File: src/rtl/regfile_pkg.sv
// Shared register-file constants and types for the write-back arbiter slice.
package regfile_pkg;

    localparam logic [3:0]  REG_PC   = 4'd15;
    localparam int unsigned NUM_REGS = 16;

    localparam int unsigned FLAG_N = 3;
    localparam int unsigned FLAG_Z = 2;
    localparam int unsigned FLAG_C = 1;
    localparam int unsigned FLAG_V = 0;

    typedef enum logic [1:0] {
        GNT_NONE,
        GNT_ALU,
        GNT_LSU
    } grant_e;

endpackage

File: src/rtl/reg_scoreboard.sv
// Pending-write scoreboard: one bit per register, set on reserve, cleared on commit.
module reg_scoreboard
    import regfile_pkg::*;
(
    input  logic                clock,
    input  logic                reset_n,
    input  logic                set_en,
    input  logic [3:0]          set_sel,
    input  logic [NUM_REGS-1:0] clr_mask,
    output logic [NUM_REGS-1:0] busy
);

    logic [NUM_REGS-1:0] set_mask;

    always_comb begin
        set_mask = '0;
        if (set_en) set_mask[set_sel] = 1'b1;
    end

    // Set is applied after clear so a same-edge reserve survives the commit.
    always_ff @(posedge clock or negedge reset_n) begin
        if (!reset_n) busy <= '0;
        else          busy <= (busy & ~clr_mask) | set_mask;
    end

endmodule

File: src/rtl/regfile_wb_arbiter.sv
// Arbitrates the register-file write port between ALU and LSU, diverts r15
// writes to the PC path, and tracks pending destinations for hazard checks.
module regfile_wb_arbiter
    import regfile_pkg::*;
#(
    parameter int unsigned STARVE_MAX = 3
)
(
    input  logic                clock,
    input  logic                reset_n,
    input  logic                alu_valid,
    output logic                alu_ready,
    input  logic [3:0]          alu_sel,
    input  logic [31:0]         alu_data,
    input  logic [3:0]          alu_flags,
    input  logic                alu_flags_we,
    input  logic                lsu_valid,
    output logic                lsu_ready,
    input  logic [3:0]          lsu_sel,
    input  logic [31:0]         lsu_data,
    input  logic                rsv_valid,
    input  logic [3:0]          rsv_sel,
    output logic [NUM_REGS-1:0] busy,
    output logic                rf_we,
    output logic [3:0]          rf_sel,
    output logic [31:0]         rf_data,
    output logic [3:0]          rf_flags,
    output logic                pc_wr_valid,
    output logic [31:0]         pc_wr_data
);

    localparam int unsigned CNT_W = $clog2(STARVE_MAX + 1);

    logic [CNT_W-1:0]    starve_cnt;
    logic                starve;
    logic [3:0]          flags_shadow;
    grant_e              grant;
    logic [3:0]          win_sel;
    logic [31:0]         win_data;
    logic                win_flags_upd;
    logic [NUM_REGS-1:0] clr_mask;

    assign starve    = (starve_cnt == CNT_W'(STARVE_MAX));
    assign alu_ready = !lsu_valid || starve;
    assign lsu_ready = !(alu_valid && starve);

    always_comb begin
        grant         = GNT_NONE;
        win_sel       = lsu_sel;
        win_data      = lsu_data;
        win_flags_upd = 1'b0;
        if (lsu_valid && lsu_ready) begin
            grant = GNT_LSU;
        end else if (alu_valid && alu_ready) begin
            grant         = GNT_ALU;
            win_sel       = alu_sel;
            win_data      = alu_data;
            win_flags_upd = alu_flags_we;
        end
    end

    always_ff @(posedge clock or negedge reset_n) begin
        if (!reset_n) begin
            starve_cnt <= '0;
        end else if (alu_valid && grant == GNT_LSU) begin
            if (!starve) starve_cnt <= starve_cnt + CNT_W'(1);
        end else begin
            starve_cnt <= '0;
        end
    end

    // r15 results bypass the regfile entirely, so neither rf_* nor the shadow move.
    always_ff @(posedge clock or negedge reset_n) begin
        if (!reset_n) begin
            rf_we        <= 1'b0;
            rf_sel       <= '0;
            rf_data      <= '0;
            rf_flags     <= '0;
            flags_shadow <= '0;
            pc_wr_valid  <= 1'b0;
            pc_wr_data   <= '0;
        end else begin
            rf_we       <= 1'b0;
            pc_wr_valid <= 1'b0;
            if (grant != GNT_NONE) begin
                if (win_sel == REG_PC) begin
                    pc_wr_valid <= 1'b1;
                    pc_wr_data  <= win_data;
                end else begin
                    rf_we   <= 1'b1;
                    rf_sel  <= win_sel;
                    rf_data <= win_data;
                    if (win_flags_upd) begin
                        rf_flags     <= alu_flags;
                        flags_shadow <= alu_flags;
                    end else begin
                        rf_flags <= flags_shadow;
                    end
                end
            end
        end
    end

    always_comb begin
        clr_mask = '0;
        if (rf_we)       clr_mask[rf_sel] = 1'b1;
        if (pc_wr_valid) clr_mask[REG_PC] = 1'b1;
    end

    reg_scoreboard u_scoreboard (
        .clock    (clock),
        .reset_n  (reset_n),
        .set_en   (rsv_valid),
        .set_sel  (rsv_sel),
        .clr_mask (clr_mask),
        .busy     (busy)
    );

endmodule

File: config.mk
export PLATFORM = sky130hd
export DESIGN_NAME = regfile_wb_arbiter
export DESIGN_NICKNAME = d
export VERILOG_FILES = /design/src/rtl/regfile_pkg.sv /design/src/rtl/reg_scoreboard.sv /design/src/rtl/regfile_wb_arbiter.sv
export SDC_FILE = /design/constraint.sdc
export NUM_CORES = 1
export LEC_CHECK = 0
export CORE_MARGIN = 4
export CORE_UTILIZATION = 46
export DETAILED_ROUTE_END_ITERATION = 10
export GPL_ROUTABILITY_DRIVEN = 0
export PLACE_DENSITY = 0.91
export REMOVE_ABC_BUFFERS = 1
export SLEW_MARGIN = 20
export SYNTH_ARGS = -nofsm -noshare
export SYNTH_HDL_FRONTEND = slang
export SYNTH_SLANG_ARGS = --single-unit
File: constraint.sdc
create_clock -name clock -period 3.1 [get_ports clock]
set_input_delay 0.62 -clock clock [delete_from_list [all_inputs] [get_ports clock]]
set_output_delay 0.62 -clock clock [all_outputs]
set_load 0.005 [all_outputs]
==> flow_summary.ini, run 1 <==
[run_status]
outcome = complete, no violations

[power]
peakVddDrop_uv = 317
p_leak_nw = 2.59
finalPower_mw = 3.65
p_per_area_nw_per_um2 = 591

[synthesis]
ys_seq_area_share_pct = 55.9
synth_area_per_cell_sq_um = 14.9
netlist.area_leader.share_pct = 55.9
syn-instance-count = 276
synth_cell_type_count = 29
synth_area_leaders = dfrtp_1 (56%), mux2_2 (21%), mux2_4 (9.8%), o21ai_0 (3.9%), buf_12 (1.5%)
yosysWarnings = 0
netlist_area_sq_um = 4120
synth-seq-cells = 92
synth_top_area_cell = dfrtp_1

[global_route]
grt_pass1_wl_mm = 16.2
gr-total-overflow = 0
grt_usage_pct = 20.0
grt_pass1_vias = 3230
grt_start_max_net_pins = 51
antenna_found_initial = 0

[cells_and_area]
n_fill_cell = 576
regArea_sq_um = 2300
drive_gt1_share_pct = 29.4
instances_no_fill = 570
multi_input_comb_area_sq_um = 1690
nets = 545
syn_to_final_growth_pct = 50.0
n_antenna_cell = 0

[timing]
fmax_ghz = 0.403
period_share_pct = 80.0
drv_slew = 0
slew_headroom_pct = 58.7
min_period_ns = 2.48
tns_ns = 0
rsz0062_at_grt = no
setup_viol = 0
tightest_slew_ns = 0.619
skew_ns = 0.00739
final-hold-violation-count = 0

[floorplanning]
die_x_um = 103
initial_utilization_pct = 47.2
die_y_um = 103
die_area_sq_um = 10500
core_area_sq_um = 8720
num_rows = 34
ios = 178

[critical_path]
r2r-start = starve_cnt[0]
r2r_end = rf_data[1]
required_ns = 2.48
path_class = input port to output pin
path_max_fanout = 6
cpMostUsedCell = clkdlybuf4s50_1
crit_path_max_incr_delay_ns = 0.55
cp.arrival_ns = 1.86
path_cells = clkdlybuf4s50_1 -> nand2b_1 -> clkdlybuf4s50_1
setup.worst_path.start = lsu_valid
ff2ff_setup_slack_ns = 1.00
setup.worst_path.start_class = input port
cpMaxStageDelayCell = clkdlybuf4s50_1
crit_end = alu_ready
endpoint_kind = output pin
r2r.worst_path.cells = 6

[placed_design]
dp_hpwl_mm = 7.99
numPlacedInstances = 555
portBuffers = 177

[clock_network]
tritoncts = done
cts.clk_slew.worst_paths_ns = 0.08
hold_buffers = 0
clock_sinks = 92
cts-htree-levels = 3
cts_root_buf = clkbuf_8
cts_setup_buffers = 0
clock_latency_ns = 0.34
cts_buffers = 9
clockBufferDepth = 2
cts_resized = 0

[route]
drt-pass1-iter-count = 4
vias_per_cell = 5.21
avgRoutedWirePerCell_um = 18.4
drtIter0Drc = 67
vias = 2971
top_layer = met4
met3_length_um = 771
wirelength_mm = 10.5
final_antenna_net_count = 0
wl_met2_mm = 5.58
drcViolationCount = 0
wl_met1_mm = 3.98

[min_path]
hold_class = input port to asynchronous set/reset pin

[run]
max_cap_violations = 0
## routing by layer
layer	global-route usage, %	vias up
met5	0	-
met4	6.56	0
met3	5.68	13
met2	35.2	112
met1	23.4	1483
li1	-	1363
## through the flow
| step | util [%] | area, sq um | hold slack, ns | worst slack (ns) |
|---|---|---|---|---|
| after floorplan | - | 3990 | 0.324 | 0.298 |
| after global placement | 68.5 | 5970 | 0.438 | 0.635 |
| after detailed placement | 68.5 | 5970 | 0.446 | 0.551 |
| after CTS | 70.8 | 6170 | 0.309 | 0.617 |
| after global routing | 70.8 | 6170 | 0.334 | 0.545 |
| final | 70.8 | 6170 | 0.292 | 0.619 |
## cells in the final DEF (no fill, tap or decap), drive strengths merged, types with 3 or more instances in the layout
cell           instances
clkdlybuf4s50        176
mux2                 104
dfrtp                 92
o21ai                 32
clkbuf                10
buf                    7
nand2b                 5
nand2                  5
nand3b                 4
nand3                  3
## how the worst min path moves through the flow
stage                  startpoint              endpoint  slack (ns)  cells past startpoint
floorplan                 reset_n       flags_shadow[0]        0.32                      0
global placement    starve_cnt[0]         starve_cnt[0]        0.44                      1
detailed placement  starve_cnt[0]         starve_cnt[0]        0.45                      1
CTS                       reset_n            rf_data[6]        0.31                      1
global route              reset_n  u_scoreboard.busy[1]        0.33                      1
finish                    reset_n  u_scoreboard.busy[1]        0.29                      1
## synthesized netlist by cell type, drive strengths merged
master,n
mux2,104
dfrtp,92
o21ai,32
buf,11
nand2,5
nand2b,5
nand3b,4
nand3,3
o21ba,2
o22ai,2
or2,2
or3b,2
a21o,1
a21oi,1
and3b,1
and4,1
and4b,1
clkbuf,1
ha,1
nand4,1
nand4b,1
nor2,1
nor2b,1
nor3b,1
## layout make-up
| type | count | share of cell area, % |
|---|---|---|
| tap | 108 | 2.19 |
| timing repair buffer | 183 | 29.8 |
| clock inverter | 5 | 1.26 |
| clock buffer | 10 | 2.07 |
| multi-input combinational | 172 | 27.4 |
| sequential | 92 | 37.3 |
## report_power, final
| group | leakage (nW) | internal, mW | total, mW | switching, mW |
|---|---|---|---|---|
| registers | 1.09 | 1.48 | 1.63 | 0.157 |
| clock network | 0.102 | 0.448 | 0.842 | 0.394 |
| logic | 1.40 | 0.810 | 1.17 | 0.363 |
| total | 2.59 | 2.73 | 3.65 | 0.914 |
## worst max-delay path, delay by kind of cell
kind | cells | cell delay [ns]
buf+inv | 2 | 1.01
simple gates | 1 | 0.23
## cells by family after synthesis
group                      after synthesis  synth area share [%]
muxes                                  104                  30.9
adders and majority gates                1                 0.304
and+or+nand+nor                         29                  4.59
AOI/OAI and AO/OA                       38                  5.10
buffers and inverters                   12                  3.19
DFF                                     92                  55.9
## flip-flops by register name, summed over array words and instances (netlist names)
register,flops
starve_cnt,2
flags_shadow,4
rf_we,1
pc_wr_valid,1
rf_sel,4
u_scoreboard.busy,16
rf_data,32
pc_wr_data,32
(Power assumes the default switching activity.)
==> run 2: changes to the inputs <==
- CORE_UTILIZATION: 46 -> 42
- PLACE_DENSITY: 0.91 -> 0.85
- clock period: 3.1 -> 2.5 ns (I/O delays scaled with it)
==> run 2 against run 1 <==
  * Critical path depth did not move
  * Hold slack lost 0.10 ns
  * Largest power group unchanged
  * Flip-flop and latch count is the same
  * Largest cell class unchanged
  * Cell area grew 1.2%
  * Via count increased by 0.67%
  * Count of clock-buffer cells in the layout increased by 2
==> flow_summary.ini, run 2 (synthesis gave the netlist of run 1 again) <==
[run_status]
outcome = complete, no violations

[timing]
min_period_ns = 2.25
tightest_slew_ns = 0.475
rsz0062_at_grt = no
final-hold-violation-count = 0
fmax_ghz = 0.445
period_share_pct = 89.8
slew_headroom_pct = 68.3
skew_ns = 0.0120
setup_viol = 0
tns_ns = 0
drv_slew = 0

[cells_and_area]
n_antenna_cell = 0
final_common_cell = clkdlybuf4s50_1
n_fill_cell = 694
fin_util_pct = 66.7
drive_gt1_share_pct = 29.4
reg_top3 = pc_wr_data x32, rf_data x32, u_scoreboard.busy x16
syn_to_final_growth_pct = 51.8
nets = 545
final_cell_mix = clkdlybuf4s50_1 (176), dfrtp_1 (92), mux2_2 (77)

[run]
max_cap_violations = 0

[floorplanning]
die_area_sq_um = 11500
die_y_um = 107
num_rows = 35
core_area_sq_um = 9370
initial_utilization_pct = 43.9
ios = 178
die_x_um = 107

[power]
p_per_area_nw_per_um2 = 734
p_leak_nw = 2.61
peakVddDrop_uv = 315

[global_route]
grt.busiest_layer = met2
grt_util_met1_pct = 19.8
grt_pass1_vias = 3232
antenna_found_initial = 0
grt_start_max_net_pins = 93
globalRouteMet3Util_pct = 4.64
gr-total-overflow = 0
grt_usage_pct = 17.7
grt_pass1_wl_mm = 16.1
grt_use_met2_pct = 32.6

[route]
wirelength_mm = 10.3
vias_per_cell = 5.05
final_antenna_net_count = 0
drt-pass1-iter-count = 4
avgRoutedWirePerCell_um = 17.4
vias = 2991
drcViolationCount = 0
drtIter0Drc = 87

[clock_network]
clock_sinks = 92
cts_root_buf = clkbuf_8
cts_buffers = 9
clockBufferDepth = 2
cts.clk_slew.worst_paths_ns = 0.09
cts_resized = 0
clock_latency_ns = 0.34
hold_buffers = 0
tritoncts = done
cts_setup_buffers = 0
cts-htree-levels = 3

[critical_path]
required_ns = 2.00
path_cells = clkdlybuf4s50_1 -> nand2b_1 -> clkdlybuf4s50_1
cp.arrival_ns = 1.75
setup.worst_path.start_class = input port
cpLargestDelayFamily = buffers and inverters
path_max_fanout = 6
crit_path_max_incr_delay_ns = 0.57
crit_buf_inv = 2
endpoint_kind = output pin
path_class = input port to output pin
cpMostUsedCell = clkdlybuf4s50_1
cpMaxStageDelayCell = clkdlybuf4s50_1

[placed_design]
dp_hpwl_mm = 7.84
portBuffers = 177

[min_path]
hold_class = input port to asynchronous set/reset pin
==> run 2: metrics by stage <==
| stage | setup slack, ns | total power, mW | std cells | hold WS [ns] | area, sq um |
|---|---|---|---|---|---|
| floorplan | -0.286 | 2.50 | 264 | 0.204 | 3990 |
| global placement | 0.200 | 3.48 | 576 | 0.438 | 6030 |
| detailed placement | 0.146 | 3.53 | 576 | 0.441 | 6030 |
| CTS | 0.267 | 4.63 | 592 | 0.210 | 6250 |
| global route | 0.189 | 4.83 | 592 | 0.223 | 6250 |
| finish | 0.255 | 4.59 | 592 | 0.191 | 6250 |
==> run 2: final timing paths <==
path	endpoint	slack, ns	start	depth (start not counted)
max	alu_ready	0.25	lsu_valid	3
min	u_scoreboard.busy[7]	0.19	reset_n	2
max reg2reg	pc_wr_data[1]	0.47	starve_cnt[0]	6
min reg2reg	starve_cnt[0]	0.45	starve_cnt[0]	1
max in group asynchronous	pc_wr_data[2]	1.94	reset_n	2
min in group clock	starve_cnt[0]	0.45	starve_cnt[0]	1
==> run 2: where the power goes <==
group          switching (mW)  leakage [nW]  internal [mW]  total [mW]
clock network           0.505         0.107          0.591        1.10
logic                   0.457          1.41           1.01        1.47
registers               0.191          1.09           1.83        2.02
==> run 2: per-layer routing <==
metal / share of wire (%) / wire length [um]
met3: 7.3 / 753
met4: 1.6 / 169
met2: 53 / 5500
met1: 38 / 3880
met5: 0 / 0
==> run 2: cell type report <==
cell class,instances,area (sq um),area share (%)
well taps,129,161,2.58
multi-input cells,172,1690,27.1
repair buffers,183,1880,30.0
flip-flops and latches,92,2300,36.8
clock buffers,12,145,2.32
clock inverters,4,72.6,1.16
==> run 2: worst register-to-register path: stages, from the launching register on <==
cell and delay [ns]:
dfrtp_1 0.40, ha_1 0.23, nand2b_1 0.24, a21o_2 0.28, a21oi_4 0.17, buf_12 0.21, mux2_2 0.39
